[src/rtl/bcd_pkg.sv]
// Shared BCD definitions: controller state encoding, digit constants and
// a digit validity helper.
package bcd_pkg;

  typedef enum logic [1:0] {
    IDLE = 2'd0,
    RUN  = 2'd1,
    DONE = 2'd2
  } state_t;

  localparam logic [3:0] BCD_MAX  = 4'd9;
  localparam logic [3:0] BCD_CORR = 4'd6;

  function automatic logic is_bcd_digit(input logic [3:0] d);
    return d <= BCD_MAX;
  endfunction

endpackage

[src/rtl/bcd_digit_add.sv]
// One-digit BCD adder with decimal correction; purely combinational.
module bcd_digit_add
  import bcd_pkg::*;
(
  input  logic [3:0] x,
  input  logic [3:0] y,
  input  logic       cin,
  output logic [3:0] digit_c,
  output logic       cout_c
);

  logic [4:0] sum_c;

  assign sum_c = 5'(x) + 5'(y) + 5'(cin);

  // Binary sums above nine wrap into the next decade by adding six.
  always_comb begin
    digit_c = sum_c[3:0];
    cout_c  = 1'b0;
    if (sum_c > 5'(BCD_MAX)) begin
      digit_c = 4'(sum_c + 5'(BCD_CORR));
      cout_c  = 1'b1;
    end
  end

endmodule

[src/rtl/bcd_serial_add_ctrl.sv]
// Multi-digit BCD add/subtract sequencer: one digit per clock, LSD first,
// time-sharing a single digit adder with a registered inter-digit carry.
module bcd_serial_add_ctrl
  import bcd_pkg::*;
#(
  parameter int unsigned DIGITS = 4,
  parameter int unsigned CNT_W  = 3
) (
  input  logic                clk,
  input  logic                rst,
  input  logic                start,
  input  logic                op_sub,
  input  logic [4*DIGITS-1:0] a,
  input  logic [4*DIGITS-1:0] b,
  output logic                busy,
  output logic                done,
  output logic [4*DIGITS-1:0] result,
  output logic                cout,
  output logic                err
);

  localparam int unsigned W = 4 * DIGITS;

  state_t           state, state_n;
  logic [W-1:0]     a_sh, a_sh_n, b_sh, b_sh_n, result_n;
  logic             sub_q, sub_n, carry, carry_n;
  logic [CNT_W-1:0] cnt, cnt_n;
  logic             busy_n, done_n, cout_n, err_n;
  logic             operand_bad_c;
  logic [3:0]       y_c, digit_c;
  logic             digit_cout_c;

  // Any non-BCD digit in either operand aborts straight to DONE.
  always_comb begin
    operand_bad_c = 1'b0;
    for (int unsigned i = 0; i < DIGITS; i++) begin
      if (!is_bcd_digit(a[4*i +: 4]) || !is_bcd_digit(b[4*i +: 4])) begin
        operand_bad_c = 1'b1;
      end
    end
  end

  // Subtraction adds the nine's complement with an initial carry of one.
  assign y_c = sub_q ? (BCD_MAX - b_sh[3:0]) : b_sh[3:0];

  bcd_digit_add u_digit_add (
    .x       (a_sh[3:0]),
    .y       (y_c),
    .cin     (carry),
    .digit_c (digit_c),
    .cout_c  (digit_cout_c)
  );

  always_comb begin
    state_n  = state;
    a_sh_n   = a_sh;
    b_sh_n   = b_sh;
    sub_n    = sub_q;
    carry_n  = carry;
    cnt_n    = cnt;
    result_n = result;
    cout_n   = cout;
    err_n    = err;
    unique case (state)
      IDLE: begin
        if (start) begin
          a_sh_n   = a;
          b_sh_n   = b;
          sub_n    = op_sub;
          carry_n  = op_sub;
          cnt_n    = '0;
          result_n = '0;
          cout_n   = 1'b0;
          err_n    = operand_bad_c;
          state_n  = operand_bad_c ? DONE : RUN;
        end
      end
      RUN: begin
        result_n = {digit_c, result[W-1:4]};
        carry_n  = digit_cout_c;
        a_sh_n   = a_sh >> 4;
        b_sh_n   = b_sh >> 4;
        cnt_n    = CNT_W'(cnt + 1'b1);
        if (cnt == CNT_W'(DIGITS - 1)) begin
          cout_n  = digit_cout_c;
          state_n = DONE;
        end
      end
      DONE:    state_n = IDLE;
      default: state_n = IDLE;
    endcase
    busy_n = (state_n != IDLE);
    done_n = (state_n == DONE);
  end

  always_ff @(posedge clk) begin
    if (rst) begin
      state  <= IDLE;
      a_sh   <= '0;
      b_sh   <= '0;
      sub_q  <= 1'b0;
      carry  <= 1'b0;
      cnt    <= '0;
      result <= '0;
      cout   <= 1'b0;
      err    <= 1'b0;
      busy   <= 1'b0;
      done   <= 1'b0;
    end else begin
      state  <= state_n;
      a_sh   <= a_sh_n;
      b_sh   <= b_sh_n;
      sub_q  <= sub_n;
      carry  <= carry_n;
      cnt    <= cnt_n;
      result <= result_n;
      cout   <= cout_n;
      err    <= err_n;
      busy   <= busy_n;
      done   <= done_n;
    end
  end

endmodule

[config.mk]
export PLATFORM = sky130hd
export DESIGN_NAME = bcd_serial_add_ctrl
export DESIGN_NICKNAME = d
export VERILOG_FILES = /design/src/rtl/bcd_pkg.sv /design/src/rtl/bcd_digit_add.sv /design/src/rtl/bcd_serial_add_ctrl.sv
export SDC_FILE = /design/constraint.sdc
export NUM_CORES = 1
export LEC_CHECK = 0
export BUFFER_PORTS_ARGS = -buffer_cell sky130_fd_sc_hd__buf_2
export CORE_UTILIZATION = 39
export CTS_CLUSTER_SIZE = 12
export DETAILED_ROUTE_END_ITERATION = 6
export GPL_TIMING_DRIVEN = 0
export RECOVER_POWER = 100
export SLEW_MARGIN = 40
export SYNTH_ARGS = -nofsm -noshare
export SYNTH_HDL_FRONTEND = slang
export SYNTH_SLANG_ARGS = --single-unit
[constraint.sdc]
create_clock -name clk -period 2.9 [get_ports clk]
set_input_delay 0.435 -clock clk [delete_from_list [all_inputs] [get_ports clk]]
set_output_delay 0.435 -clock clk [all_outputs]
set_load 0.005 [all_outputs]
==> results.md, run 1 <==
- The initial antenna violation count is 0.
- After synthesis, the share of flip-flops with an asynchronous set or reset is 0.
- The antenna diode count is 0.
- 56 I/O pins were placed.
- Max-cap violations in this run came to 0.
- Global routing finished with a remaining overflow of 0.
- Dividing the detail-routed via count by the number of cells gives slightly above 5.
- The finished layout holds 460 standard cells, fillers aside.
- In this run, CTS created clock tree buffers numbering 9.
- The clock insertion delay at the later pin of the skew report is around 0.34 ns.
- The post-CTS setup-driven buffer insertion count is 0.
- The maximum number of pins on one net before global-route repair is 11.
- The commonest cells after synthesis are 61 x sky130_fd_sc_hd__nor2_1, 59 x sky130_fd_sc_hd__dfxtp_1, 53 x sky130_fd_sc_hd__nand2_1.
- Across all hold checks on the routed design, the worst slack comes to between 0.3 and 0.4 ns.
- The core region is around 6400 µm².
- Between clock sinks in the finished design, the worst skew comes to 0.00652 ns.
- The type of element launching the critical path is a flip-flop.
- After detailed placement, the design holds a cell count of around 440.
- The endpoint arrival time on the critical path is 2.84 ns.
- The critical path required time is between 3 and 4 ns.
- Setup repair after global routing left no endpoint under its margin.
- The critical setup path kind is reg2reg.
- The floorplan step defined a die boundary enclosing 6990 µm².
- The CTS root buffer is sky130_fd_sc_hd__clkbuf_8.
- For this run, the top clock speed supported by timing is approximately 0.38 GHz.
- Synthesis inferred 59 register bits.
- The sequential cell area fraction in the yosys report is 0.455.
- After synthesis, the cell types taking the most area are sky130_fd_sc_hd__dfxtp_1 45%, sky130_fd_sc_hd__nor2_1 8.8%, sky130_fd_sc_hd__a311oi_1 8.1%, sky130_fd_sc_hd__nand2_1 7.7%, sky130_fd_sc_hd__a22oi_1 6.7%.
- The final core utilization is 0.491.
- The ratio of total power to cell area is roughly 600 nW/µm².
- STA classifies the critical path endpoint as a flip-flop.
- In this run, synthesis inferred 0 flip-flops with an integrated enable.
- Across the VDD grid, the largest voltage drop is approximately 0.00027 V.
- The number of sinks handled by clock tree synthesis is ~60.
- The clock-pin slew on the worst setup and hold paths is ~0.07 ns.
- The quantity of gates resized following cts is 0.
- The count of synthesis-stage warnings from yosys is 0.
- The share of Yosys cell area claimed by the top area cell type is 0.455.
- After layout, the minimum clock period comes to about 2.6 ns.
- The clock tree from TritonCTS is yes.
- Measured against its own limit, the worst slew margin works out to 0.560.
- The number of global-route vias before repair is 2,339.
- The maximum buffer depth of the clock tree is 2.
- At the end of routability-driven placement, the weighted congestion stood at 0.771.
- The type of the tightest min-delay check is in2reg.
- The slew at the pin closest to its max-slew limit is between 0.6 and 0.7 ns.
- In this run the vertical extent of the chip is 83.6 µm.
- The leakage power figure is around 1.3 nW.
- Measured along the x axis, the die boundary spans 83.6 µm.
- The initial utilization of the core area, before any placement, comes to 0.407.
- The pre-CTS worst setup slack is about 0.33 ns.
- For this run, the post-layout net count is 423.
- The most used flip-flop cell after synthesis is sky130_fd_sc_hd__dfxtp_1.
- CTS built an H-tree with a depth of 3.
- The total wire length after detailed routing is 6430 µm.
- The average instance area after synthesis is roughly 8.3 µm².
- The count of buffers added on input and output ports is 55.
- The placed wire-length estimate is about 4700 µm.
- After the first detailed-routing iteration, the DRC count stood at approximately 120.
- The run finished with clean final reports.
- The number of buffers inserted for hold repair after clock tree synthesis is 0.
- In the final layout, the share of cells above drive strength 1 is 0.178.
- The post-synthesis cell area is between 2000 and 3000 µm².
- The cell row count is 29.
- Yosys mapped the design onto 38 distinct sky130hd cell types.
- The first-pass iteration count of the detailed router is 4.
- Across all layers, the routed design uses between 2,000 and 2,500 vias.
- The first global-routing pass estimated between 10,000 and 15,000 µm of wire.
- Across every metal layer, demand over resource in global routing totals 0.194.
- The worst-path maximum fanout is 4.
- The synthesized design spends more area on one cell type than any other, namely sky130_fd_sc_hd__dfxtp_1.
- The final count of hold timing violations is 0.
- The share of the clock period used by the worst path is 0.900.
- The max-slew violation count was 0.
- The count of endpoints failing setup in the final report is 0.
- Dividing the detail-routed wire length by the instance count gives ~14 µm.
- When the netlist entered floorplanning its net count stood at about 360.
- In the post-synthesis netlist, the cell with the most instances is sky130_fd_sc_hd__nor2_1.
- The worst-case setup margin in the final layout is slightly below 0.3 ns.
- The cell count after synthesis is 312.
- The post-route antenna net violation count is 0.
- Summed over all failing endpoints, the final setup total negative slack is 0 ns.
- The number of remaining DRC errors is 0.
- From synthesis to final layout, the design area changed by 20.8%.
-- path summary, 6_finish.rpt --
| kind | start | end | slack (ns) | cells past startpoint |
|---|---|---|---|---|
| worst max-delay path | b_sh[1] | result[14] | 0.29 | 11 |
| worst min-delay path | rst | busy | 0.34 | 2 |
| worst max register to register | b_sh[1] | result[14] | 0.29 | 11 |
| worst min register to register | b_sh[11] | b_sh[7] | 0.47 | 2 |
-- cells by family after synthesis --
family,count (synthesis),synth area share
and+or+nand+nor,133,0.217
AOI/OAI and AO/OA,75,0.212
DFF,59,0.455
buffers and inverters,31,0.0492
adders and majority gates,9,0.0492
xor gates and xnor gates,3,0.0101
muxes,2,0.00771
-- metal layers --
| metal | up-vias | global-route usage | wire (µm) |
|---|---|---|---|
| met5 | - | 0 | 0 |
| met4 | 0 | 0.0924 | 100 |
| met3 | 10 | 0.0336 | 281 |
| met2 | 49 | 0.309 | 3040 |
| met1 | 1088 | 0.256 | 3010 |
| li1 | 1226 | - | - |
-- where the power goes --
| group | internal, mW | switching, mW |
|---|---|---|
| Sequential | 0.851 | 0.0244 |
| Combinational | 0.114 | 0.157 |
| Clock | 0.419 | 0.322 |
-- final cells by class --
class	instances	area (µm²)
plain buffers	22	87.6
clock buffers	12	145
clock inverters	4	50.0
fillers	670	3250
inverters	9	33.8
multi-input cells	222	1280
flip-flops and latches	59	1180
well taps	77	96.3
repair buffers	55	265
-- registers in the layout, summed over array words and instances (netlist names), 2 cells and up --
register	cells
cnt	3
state	2
result	16
a_sh	16
b_sh	16
-- metrics by stage --
stage          power (mW)  area [µm²]
3_3_place_gp         1.17        2970
4_1_cts              1.90        3160
2_1_floorplan        1.08        2600
5_1_grt              1.99        3140
3_5_place_dp         1.17        2970
6_report             1.89        3140
-- critical path, cell delays in order, from the launching register on --
cell	delay (ns)
sky130_fd_sc_hd__dfxtp_1	0.42
sky130_fd_sc_hd__inv_1	0.07
sky130_fd_sc_hd__ha_1	0.29
sky130_fd_sc_hd__nand2_1	0.06
sky130_fd_sc_hd__o21ai_0	0.10
sky130_fd_sc_hd__ha_1	0.35
sky130_fd_sc_hd__xnor2_1	0.21
sky130_fd_sc_hd__ha_1	0.25
sky130_fd_sc_hd__a22oi_1	0.21
sky130_fd_sc_hd__and3_1	0.25
sky130_fd_sc_hd__nor2_2	0.07
sky130_fd_sc_hd__o311ai_1	0.25
-- placed cells by master, fill, tap and decap left out, types with 2 or more instances in the layout --
cell and count:
sky130_fd_sc_hd__nor2_1 61, sky130_fd_sc_hd__a31oi_1 2, sky130_fd_sc_hd__a22oi_1 23, sky130_fd_sc_hd__xnor2_1 3, sky130_fd_sc_hd__dfxtp_1 59, sky130_fd_sc_hd__nand2_1 53, sky130_fd_sc_hd__nand4_1 2, sky130_fd_sc_hd__nand2b_1 2
sky130_fd_sc_hd__nor3_1 2, sky130_fd_sc_hd__inv_1 9, sky130_fd_sc_hd__mux2i_1 2, sky130_fd_sc_hd__clkbuf_1 28, sky130_fd_sc_hd__buf_2 51, sky130_fd_sc_hd__fa_1 2, sky130_fd_sc_hd__or2_1 2, sky130_fd_sc_hd__clkinvlp_4 2
sky130_fd_sc_hd__clkbuf_8 10, sky130_fd_sc_hd__ha_1 7, sky130_fd_sc_hd__nand3_1 3, sky130_fd_sc_hd__a21oi_1 7, sky130_fd_sc_hd__o21ai_0 10, sky130_fd_sc_hd__a311oi_1 24
Note: power is estimated with default switching activity, not from simulation.
==> run 2: changes to the inputs <==
PLACE_DENSITY = 0.62   (was unset)
==> results.md, run 2 (synthesis results as in run 1) <==
- Outcome: finished, final reports clean (unchanged).
- The post-placement cell area came to 2970 µm² (unchanged).
- The starting density of the core was 0.407 (unchanged).
- Unrepaired setup endpoints after global routing: no (unchanged).
- The highest achievable clock rate is 0.389 GHz (was 0.383 GHz).
- The most common cell after layout, fill and taps aside is sky130_fd_sc_hd__nor2_1 (unchanged).
- The family with the most delay on the worst path is adder cells (unchanged).
- The placed wire-length estimate was 4730 µm (was 4710 µm).
- The power dissipated by switching net loads is 0.483 mW (was 0.504 mW).
- The clock insertion delay at the later pin of the skew report is 0.33 ns (was 0.34 ns).
- The internal power was 1.41 mW (was 1.38 mW).
- The number of fillers in the final layout was 665 (was 670).
- The total number of vias is 2,399 (was 2,373).
- The share of the clock period used by the worst path is 0.886 (was 0.900).
- The share of power burned in registers came to 0.463 (was 0.464).
- The total global routing track utilization is 0.191 (was 0.194).
- The maximum cell stage delay along the critical path is 0.41 ns (was 0.42 ns).
- The cell row count is 29 (unchanged).
- The type of element launching the critical path is a flip-flop (unchanged).
- The leakage power figure is 1.34 nW (was 1.31 nW).
- The startpoint of the most critical hold path is rst (unchanged).
- The quantity of gates resized following cts is 0 (unchanged).
- The critical setup path kind is reg2reg (unchanged).
- The global-route wire length before repair is 10,500 µm (was 10,700 µm).
- The layout net count is 423 (unchanged).
- The CTS root buffer is sky130_fd_sc_hd__clkbuf_8 (unchanged).
- The number of sinks handled by clock tree synthesis was 59 (unchanged).
- The number of top-level design ports is 56 (unchanged).
- The port buffer count is 55 (unchanged).
- The worst hold slack is 0.337 ns (was 0.336 ns).
- The combinational power share is 0.146 (was 0.144).
- The global-route congestion overflow total is 0 (unchanged).
- The cell area after layout is 3140 µm² (about the same).
- The die width was 83.6 µm (unchanged).
- The average wire length per cell after detail routing is 13.9 µm (was 14.0 µm).
- The worst-path maximum fanout was 4 (unchanged).
- The final core utilization is 0.492 (was 0.491).
- The total wire length after detailed routing came to 6370 µm (was 6430 µm).
- The worst reg2reg path startpoint is b_sh[1] (unchanged).
- The number of global-route vias before repair is 2,206 (was 2,339).
- The initial antenna violation count is 0 (unchanged).
- The count of endpoints failing setup in the final report is 0 (unchanged).
- The post-route antenna net violation count came to 0 (unchanged).
- The maximum number of pins on one net before global-route repair is 11 (unchanged).
- The deepest level of the CTS H-tree is 3 (unchanged).
- The area of the die was 6990 µm² (unchanged).
- The antenna diode count is 0 (unchanged).
- The vertical die dimension came to 83.6 µm (unchanged).
- The first-pass iteration count of the detailed router is 5 (was 4).
- The number of buffers inserted for hold repair after clock tree synthesis is 0 (unchanged).
- The minimum clock period is 2.57 ns (was 2.61 ns).
- The worst clock skew is 0.00923 ns (was 0.00652 ns).
- The final weighted congestion of routability-driven global placement came to 0.790 (was 0.771).
- The clock tree from TritonCTS is yes (unchanged).
- The worst-case setup margin in the final layout is 0.332 ns (was 0.290 ns).
- The endpoint arrival time on the critical path was 2.76 ns (was 2.84 ns).
- The iteration-0 DRC count of the detailed router is 128 (was 117).
- The clock buffer count from CTS is 9 (unchanged).
- Highest-count cells in the layout ignoring fill and taps: 62 x sky130_fd_sc_hd__nor2_1, 59 x sky130_fd_sc_hd__dfxtp_1, 56 x sky130_fd_sc_hd__buf_2 (was 61 x sky130_fd_sc_hd__nor2_1, 59 x sky130_fd_sc_hd__dfxtp_1, 53 x sky130_fd_sc_hd__nand2_1).
- The highest-delay cell along the critical path is sky130_fd_sc_hd__dfxtp_1 (unchanged).
- The max-slew headroom at the worst pin is 0.586 (was 0.560).
- The average via count per standard cell is 5.23 (was 5.16).
- The max-slew violation count is 0 (unchanged).
- The slew at the pin closest to its max-slew limit is 0.621 ns (was 0.660 ns).
- The critical path required time is 3.10 ns (was 3.13 ns).
- The share of post-route cells with drive strength above 1 is 0.188 (was 0.178).
- The maximum buffer depth of the clock tree is 2 (unchanged).
- The type of the tightest min-delay check is in2reg (unchanged).
- The number of remaining DRC errors is 0 (unchanged).
- The clock-pin slew on the worst setup and hold paths came to 0.07 ns (about the same).
- The setup slack of the most critical reg-to-reg path is 0.33 ns (was 0.29 ns).
- The ratio of total power to cell area is 601 nW/µm² (was 602 nW/µm²).
- The cell repeated most along the worst path is sky130_fd_sc_hd__ha_1 (unchanged).
- The critical path endpoint category was a flip-flop (unchanged).
- Largest registers: a_sh x16, b_sh x16, result x16 (unchanged).
- The switching power as a share of total power is 0.255 (was 0.267).
- The final count of hold timing violations is 0 (unchanged).
- The setup TNS is 0 ns (unchanged).
- The post-CTS setup-driven buffer insertion count is 0 (unchanged).
- The portion of total power attributed to the clock network came to 0.391 (was 0.392).
- The pre-CTS worst setup slack is 0.348 ns (was 0.333 ns).
- The area of the core region is 6390 µm² (unchanged).
- The worst ir drop on vdd came to 0.000247 V (was 0.000271 V).
- The area growth from synthesis to layout came to 21.1% (was 20.8%).
- The sum of buffers and inverters on the critical path came to 1 (unchanged).
- The number of violations of the max-capacitance limit was 0 (unchanged).
- The worst setup path startpoint was b_sh[1] (unchanged).
- Ordered cell list for the critical path: inv_1 > ha_1 > nand2_1 > o21ai_0 > ha_1 > xnor2_1 > ha_1 > a22oi_1 > and3_4 > nor2_1 > o22ai_1 (was inv_1 > ha_1 > nand2_1 > o21ai_0 > ha_1 > xnor2_1 > ha_1 > a22oi_1 > and3_1 > nor2_2 > o311ai_1).
-- run 2: cell types whose count changed in the layout (fill, tap and decap cells not counted) --
cell and delta:
sky130_fd_sc_hd__and3_1 -1, sky130_fd_sc_hd__and3_4 +1, sky130_fd_sc_hd__clkbuf_1 -5, sky130_fd_sc_hd__nor2_2 -1, sky130_fd_sc_hd__clkinvlp_4 -2, sky130_fd_sc_hd__nor2_1 +1, sky130_fd_sc_hd__clkbuf_8 +1, sky130_fd_sc_hd__buf_2 +5
-- run 2: power by group through the flow --
stage	clock (mW)	combinational (mW)	sequential [mW]
after floorplan	0	0.197	0.888
after detailed placement	0	0.278	0.894
final	0.739	0.275	0.876
after CTS	0.755	0.279	0.876
after global placement	0	0.274	0.893
after global routing	0.795	0.311	0.881
-- run 2: worst register-to-register path, stage by stage (launching register included) --
cell	delay, ns
sky130_fd_sc_hd__dfxtp_1	0.41
sky130_fd_sc_hd__inv_1	0.06
sky130_fd_sc_hd__ha_1	0.29
sky130_fd_sc_hd__nand2_1	0.06
sky130_fd_sc_hd__o21ai_0	0.09
sky130_fd_sc_hd__ha_1	0.34
sky130_fd_sc_hd__xnor2_1	0.31
sky130_fd_sc_hd__ha_1	0.24
sky130_fd_sc_hd__a22oi_1	0.11
sky130_fd_sc_hd__and3_4	0.22
sky130_fd_sc_hd__nor2_1	0.20
sky130_fd_sc_hd__o22ai_1	0.11
-- run 2: final timing paths --
path	end	cells after the start
worst max-delay path	carry	11
worst min-delay path	busy	2
worst max register to register	carry	11
worst min register to register	b_sh[3]	2
-- run 2: per-stage QoR --
step	instances	power, mW
after floorplan	312	1.08
after global placement	444	1.17
after detailed placement	444	1.17
after CTS	459	1.91
after global routing	459	1.99
final	459	1.89
-- run 2: routing by layer --
| metal | GRT usage | routed length (µm) | vias to the layer above |
|---|---|---|---|
| met5 | 0 | 0 | - |
| met4 | 0.0940 | 138 | 0 |
| met3 | 0.0435 | 268 | 12 |
| met2 | 0.295 | 2880 | 56 |
| li1 | - | - | 1232 |
| met1 | 0.251 | 3090 | 1099 |
-- run 2: layout make-up --
type | count | area, µm² | area share
buffer | 22 | 87.6 | 0.0279
tap | 77 | 96.3 | 0.0306
timing repair buffer | 55 | 272 | 0.0864
multi-input combinational | 222 | 1280 | 0.407
clock inverter | 2 | 35.0 | 0.0111
sequential | 59 | 1180 | 0.376
inverter | 9 | 33.8 | 0.0107
clock buffer | 13 | 159 | 0.0505
